===== src/rtl/ising_coupler_if.sv =====
// Oscillator line bundle for one Ising coupling-grid crossing: mode, weight, two lines in, two lines out.
interface ising_coupler_if;
  logic       shorted;
  logic [2:0] weight;
  logic       sin;
  logic       din;
  logic       sout;
  logic       dout;

  modport master (
    output shorted,
    output weight,
    output sin,
    output din,
    input  sout,
    input  dout
  );

  modport slave (
    input  shorted,
    input  weight,
    input  sin,
    input  din,
    output sout,
    output dout
  );
endinterface


===== src/rtl/ising_coupler_cell.sv =====
// Ising-machine crossing cell: delays s/d lines by a weight- and agreement-selected latency (coupled)
// or crosses them with a fixed neutral latency (shorted). Outputs registered; no backpressure.
module ising_coupler_cell #(
  parameter int DLY_FAST = 2,
  parameter int DLY_MID  = 4,
  parameter int DLY_SLOW = 6
) (
  input  logic clk,
  input  logic rst,
  ising_coupler_if.slave cpl
);

  localparam int TW = $clog2(DLY_SLOW);
  // History bit i holds the input sampled i+1 edges ago, so latency k reads bit k-1.
  localparam logic [TW-1:0] TAP_FAST = TW'(DLY_FAST - 1);
  localparam logic [TW-1:0] TAP_MID  = TW'(DLY_MID - 1);
  localparam logic [TW-1:0] TAP_SLOW = TW'(DLY_SLOW - 1);

  logic [DLY_SLOW-1:0] hs_q, hs_d;
  logic [DLY_SLOW-1:0] hd_q, hd_d;
  logic                sout_q, sout_d;
  logic                dout_q, dout_d;
  logic                agree;
  logic [TW-1:0]       tap;

  always_comb begin
    agree = (cpl.sin == cpl.din);
    tap   = TAP_MID;
    case (cpl.weight)
      3'b100:  tap = agree ? TAP_FAST : TAP_SLOW;
      3'b001:  tap = agree ? TAP_SLOW : TAP_FAST;
      default: tap = TAP_MID;
    endcase

    hs_d = {hs_q[DLY_SLOW-2:0], cpl.sin};
    hd_d = {hd_q[DLY_SLOW-2:0], cpl.din};

    if (cpl.shorted) begin
      sout_d = hd_q[TAP_MID];
      dout_d = hs_q[TAP_MID];
    end else begin
      sout_d = hs_q[tap];
      dout_d = hd_q[tap];
    end
  end

  always_ff @(posedge clk) begin
    if (rst) begin
      hs_q   <= '0;
      hd_q   <= '0;
      sout_q <= 1'b0;
      dout_q <= 1'b0;
    end else begin
      hs_q   <= hs_d;
      hd_q   <= hd_d;
      sout_q <= sout_d;
      dout_q <= dout_d;
    end
  end

  assign cpl.sout = sout_q;
  assign cpl.dout = dout_q;

endmodule


===== src/flat_wrapper.sv =====
// flat-port wrapper written by rule: the top's interface ports become plain ports
module ising_coupler_cell_flat 
#(
  parameter int DLY_FAST = 2,
  parameter int DLY_MID  = 4,
  parameter int DLY_SLOW = 6
)
  (clk, rst, cpl_shorted, cpl_weight, cpl_sin, cpl_din, cpl_sout, cpl_dout);
  ising_coupler_if cpl_i ();
  input  logic clk;
  input  logic rst;
  input wire logic [$bits(cpl_i.shorted)-1:0] cpl_shorted;
  input wire logic [$bits(cpl_i.weight)-1:0] cpl_weight;
  input wire logic [$bits(cpl_i.sin)-1:0] cpl_sin;
  input wire logic [$bits(cpl_i.din)-1:0] cpl_din;
  output wire logic [$bits(cpl_i.sout)-1:0] cpl_sout;
  output wire logic [$bits(cpl_i.dout)-1:0] cpl_dout;
  assign cpl_i.shorted = cpl_shorted;
  assign cpl_i.weight = cpl_weight;
  assign cpl_i.sin = cpl_sin;
  assign cpl_i.din = cpl_din;
  assign cpl_sout = cpl_i.sout;
  assign cpl_dout = cpl_i.dout;
  ising_coupler_cell #(.DLY_FAST(DLY_FAST), .DLY_MID(DLY_MID), .DLY_SLOW(DLY_SLOW)) u_core (.clk(clk), .rst(rst), .cpl(cpl_i));
endmodule

===== config.mk =====
export PLATFORM = sky130hd
export DESIGN_NAME = ising_coupler_cell_flat
export DESIGN_NICKNAME = d
export VERILOG_FILES = /design/src/rtl/ising_coupler_if.sv /design/src/rtl/ising_coupler_cell.sv /design/src/flat_wrapper.sv
export SDC_FILE = /design/constraint.sdc
export NUM_CORES = 1
export LEC_CHECK = 0
export CAP_MARGIN = 20
export CELL_PAD_IN_SITES_DETAIL_PLACEMENT = 1
export CELL_PAD_IN_SITES_GLOBAL_PLACEMENT = 1
export CORE_MARGIN = 10
export CORE_UTILIZATION = 35
export CTS_BUF_LIST = sky130_fd_sc_hd__clkbuf_8
export CTS_CLUSTER_DIAMETER = 80
export DETAILED_ROUTE_END_ITERATION = 8
export PLACE_DENSITY = 0.79
export SYNTH_ARGS = -nofsm -noshare
export SYNTH_HDL_FRONTEND = slang
export SYNTH_SLANG_ARGS = --single-unit

===== constraint.sdc =====
create_clock -name clk -period 1.3 [get_ports clk]
set_input_delay 0.195 -clock clk [delete_from_list [all_inputs] [get_ports clk]]
set_output_delay 0.195 -clock clk [all_outputs]
set_load 0.1 [all_outputs]

Word-level counts from Yosys, hierarchy flattened --
Cells that the tools add are included.
Operators by class: magnitude comparators 1, equality and inequality tests 3, mux-type cells 9
Operators by type and width (number):
- $bmux W1 S3 | 2
- $mux W3 | 2
- $pmux W3 S2 | 1
- $lt A3 B4 Y1 const B | 1
- $mux W1 | 4
- $eq A3 B1 Y1 const B | 1
- $eq A3 B3 Y1 const B | 1
- $eq A1 B1 Y1 | 1
Word-level totals: register bits after elaboration 14, bits of input ports 8, output and inout port bits 2, logic and storage cells 17

Depth between registers and ports, before layout --
depth after elaboration 6, mapped depth 4, depth with buffers taken out 4

Least setup slack after synthesis --
No wires, ideal clock.
path kind input port to flip-flop, start point input port cpl_din, end point register u_core.sout_q (netlist: u_core.cpl.sout), setup time 85 ps, arrival 1194 ps, data required time 1215 ps, slack 21 ps, cell stages on the path 4, path buffers 0, path through xnor2_1 -> mux2_4 -> o32a_1 -> o31ai_2
On the way: word-level cells in the longest chain between the ends 6, elaborated cells on any way between the ends 7, those cells by class 1 x eq/ne; 6 x mux
Ends and longest elaborated chain:
- start: declaration | RTL line flat_wrapper.sv:15 | input wire logic [$bits(cpl_i.din)-1:0] cpl_din;
- $eq A1 B1 Y1 * | RTL line ising_coupler_cell.sv:27 | agree = (cpl.sin == cpl.din);
- $mux W3, on equally long branches | RTL line ising_coupler_cell.sv:31, ising_coupler_cell.sv:30
- $pmux W3 S2 * | RTL line ising_coupler_cell.sv:29 | case (cpl.weight)
- $bmux W1 S3 * | RTL line ising_coupler_cell.sv:42 | sout_d = hs_q[tap];
- $mux W1 (implied by the code) * | RTL line ising_coupler_cell.sv:42
- $mux W1 * | RTL line ising_coupler_cell.sv:38 | if (cpl.shorted) begin
- end signal: assignment | RTL line ising_coupler_cell.sv:56 | sout_q <= sout_d;
- end: declaration | RTL line ising_coupler_cell.sv:21 | logic sout_q, sout_d;
Mark *: on every way between the ends. The rest lies on a longest branch, timed or not. The select of a mux whose other input is x is not followed. A chain may end at the register's enable or synchronous reset.

Worst setup path after layout --
start point input port cpl_weight[2], end point register u_core.dout_q (netlist: u_core.cpl.dout)
On the way: word-level cells in the longest chain between the ends 5, elaborated cells on any way between the ends 6, those cells by class 2 x eq/ne; 4 x mux
Ends and longest elaborated chain:
- start: declaration | RTL line flat_wrapper.sv:13 | input wire logic [$bits(cpl_i.weight)-1:0] cpl_weight;
- $eq A3 B1 Y1 or $eq A3 B3 Y1 (tied branches) | RTL line ising_coupler_cell.sv:29
- $pmux W3 S2 * | RTL line ising_coupler_cell.sv:29
- $bmux W1 S3 * | RTL line ising_coupler_cell.sv:43 | dout_d = hd_q[tap];
- $mux W1 (implied by the code) * | RTL line ising_coupler_cell.sv:43
- $mux W1 * | RTL line ising_coupler_cell.sv:38
- end signal: assignment | RTL line ising_coupler_cell.sv:57 | dout_q <= dout_d;
- end: declaration | RTL line ising_coupler_cell.sv:22 | logic dout_q, dout_d;
Marked as above.

==> results.json <==
{
  "ys_seq_area_share_pct": 55.7,
  "critPathMaxFanout": 3,
  "power_density_nw_per_um2": 1290,
  "p_int_mw": 0.770,
  "initial_core_util_pct": 37.7,
  "pin_count": 10,
  "die_area_um2": 3350,
  "hold_viol": 0,
  "clk_latency_ns": 0.24,
  "period_share_pct": 95.8,
  "dr.pass1.iters": 1,
  "holdCritStartpoint": "cpl_sin",
  "dr_wl_met3_um": 114,
  "routed_wl_um": 1160,
  "final_cells": 80,
  "status": "complete, no violations",
  "comb_power_share_pct": 11.6,
  "critical_path_class": "input pin to flop",
  "antenna_left": 0,
  "routed.top_layer": "met4",
  "cp-end-kind": "flop",
  "slew_viol_final": 0,
  "utilization_pct": 56.3,
  "yosysWarnings": 0,
  "finalWorstSetupSlack_ns": 0.0545,
  "die_y_um": 57.9,
  "htreeDepth": 1,
  "synthDistinctLibCells": 19,
  "peakVddDrop_uv": 655,
  "start_kind": "input pin",
  "min_period_ns": 1.25,
  "crit_start": "cpl_weight[2]",
  "antenna_found_initial": 0,
  "sw_frac_of_total_pct": 20.7,
  "netlist_area_um2": 503,
  "drt-vias-per-instance": 4.83,
  "grt_pass1_vias": 411,
  "clkPwrFrac_pct": 42.8,
  "max_freq_mhz": 803,
  "seq_power_share_pct": 45.6,
  "ys_ff_latch": 14,
  "layout_commonest_cell": "dfxtp_1",
  "r2r_start": "u_core.hs_q[1]",
  "wl_per_cell_um": 14.4,
  "grt_pass1_wl_um": 1770,
  "required_ns": 1.41,
  "die_w_um": 57.9,
  "place.gp.congestion": 0.691,
  "skew_ns": 0.000646,
  "cellLeakagePower_nw": 0.306,
  "dr_wl_met2_um": 558,
  "placed_cells_incl_taps": 73,
  "drive_gt1_share_pct": 33.8,
  "grt_start_max_net_pins": 9,
  "syn_inst": 46,
  "final_cell_mix": "dfxtp_1, nor2b_1, buf_4",
  "drtIter0Drc": 0,
  "cts.sinks": 14,
  "avgSynthCellArea_um2": 10.9,
  "critPathArrivalTime_ns": 1.36,
  "setup_violations": 0,
  "synth_fp_nets": 54,
  "n_antenna_cell": 0,
  "holdWs_ns": 0.221,
  "drc_errors": 0,
  "p_sw_mw": 0.202,
  "postCtsHoldBufs": 0,
  "cts_tree": "yes",
  "max_cap_violations": 0,
  "slew-limit-headroom_pct": 83.0,
  "path_clk_slew_ns": 0.06,
  "grt_remaining_overflow": 0,
  "rows": 13,
  "cts_root_buf": "clkbuf_8",
  "gr-usage-all-layers_pct": 6.98,
  "dp_slack_ns": -0.465,
  "area_growth_pct": 49.3,
  "clockBufferDepth": 2,
  "dp_hpwl_um": 804,
  "fin_nets": 74,
  "power.total_mw": 0.972,
  "worstMarginPinSlew_ns": 0.254,
  "hold_class": "input pin to flop",
  "wirelength_met1_um": 446,
  "core-area_um2": 1330,
  "port_buffers": 9,
  "cts_inserted_buffers": 3,
  "vias": 386
}
[synthesized netlist by cell type]
library cell  instances  area (um^2)
a211o_1               1         8.76
a21oi_1               1         5.00
a32oi_1               1         8.76
clkbuf_1              1         3.75
dfxtp_1              14          280
inv_1                 3         11.3
mux2_4                1         15.0
mux2i_1               2         20.0
nand2_1               1         3.75
nand2b_1              1         6.26
nand3_1               1         5.00
nor2_1                1         3.75
nor2b_1              11         68.8
nor3b_1               2         15.0
o221ai_1              1         8.76
o31ai_2               1         12.5
o32a_1                1         10.0
or2b_1                1         7.51
xnor2_1               1         8.76
[metrics by stage]
| step | cell area, um^2 | setup TNS [ns] |
|---|---|---|
| 6_report | 751 | 0 |
| 5_1_grt | 751 | -0.0388 |
| 4_1_cts | 733 | 0 |
| 3_5_place_dp | 658 | -0.927 |
| 3_3_place_gp | 658 | -0.804 |
| 2_1_floorplan | 503 | 0 |
[power groups by stage]
stage	combinational (mW)	clock [mW]	sequential, mW
2_1_floorplan	0.0362	0	0.458
3_3_place_gp	0.0906	0	0.452
3_5_place_dp	0.0925	0	0.453
4_1_cts	0.0991	0.427	0.443
5_1_grt	0.123	0.448	0.444
6_report	0.113	0.416	0.443
[layer usage]
layer | GRT usage (%) | up-vias
met2 | 11.2 | 12
li1 | - | 195
met3 | 4.58 | 4
met5 | 0 | -
met1 | 6.21 | 175
met4 | 5.03 | 0
[worst paths after layout]
check	end	slack [ns]	depth (start not counted)
max reg2reg	u_core.cpl.sout	0.40	3
min reg2reg	u_core.hs_q[1]	0.44	1
min	u_core.hs_q[0]	0.22	2
max	u_core.cpl.dout	0.05	7
[flip-flops by register name (all words and copies together) (netlist names)]
register and count:
u_core.hd_q 6, u_core.hs_q 6, u_core.cpl.sout 1, u_core.cpl.dout 1
[worst max-delay path, cell delays in order]
cell	delay [ns]
dlygate4sd2_1	0.22
or2b_1	0.24
buf_4	0.14
buf_4	0.13
mux2i_4	0.16
a211o_1	0.16
o221ai_1	0.10
[area by class of cell]
cell class / instances / area (um^2)
Inverter: 3 / 11.3
Sequential cell: 14 / 280
Timing Repair Buffer: 16 / 146
Clock buffer: 4 / 55.1
Tap cell: 15 / 18.8
Fill cell: 149 / 583
Multi-Input combinational cell: 28 / 239
[cells by family (layout without fill, tap and decap cells)]
group | Yosys count | in the layout | synth area share, %
buf+inv | 4 | 23 | 2.98
xor+xnor | 1 | 1 | 1.74
flops | 14 | 14 | 55.7
compound gates | 6 | 6 | 10.7
mux | 3 | 3 | 6.96
simple gates | 18 | 18 | 21.9
[what timing repair did]
| action | 4_1_cts | 5_1_grt |
|---|---|---|
| buffers inserted | 2 | 1 |
| gates resized for setup | 11 | 5 |
| endpoints found under the setup margin | 2 | 2 |
| pin swaps | 3 | 2 |
Power figures use the tool's default switching activity.
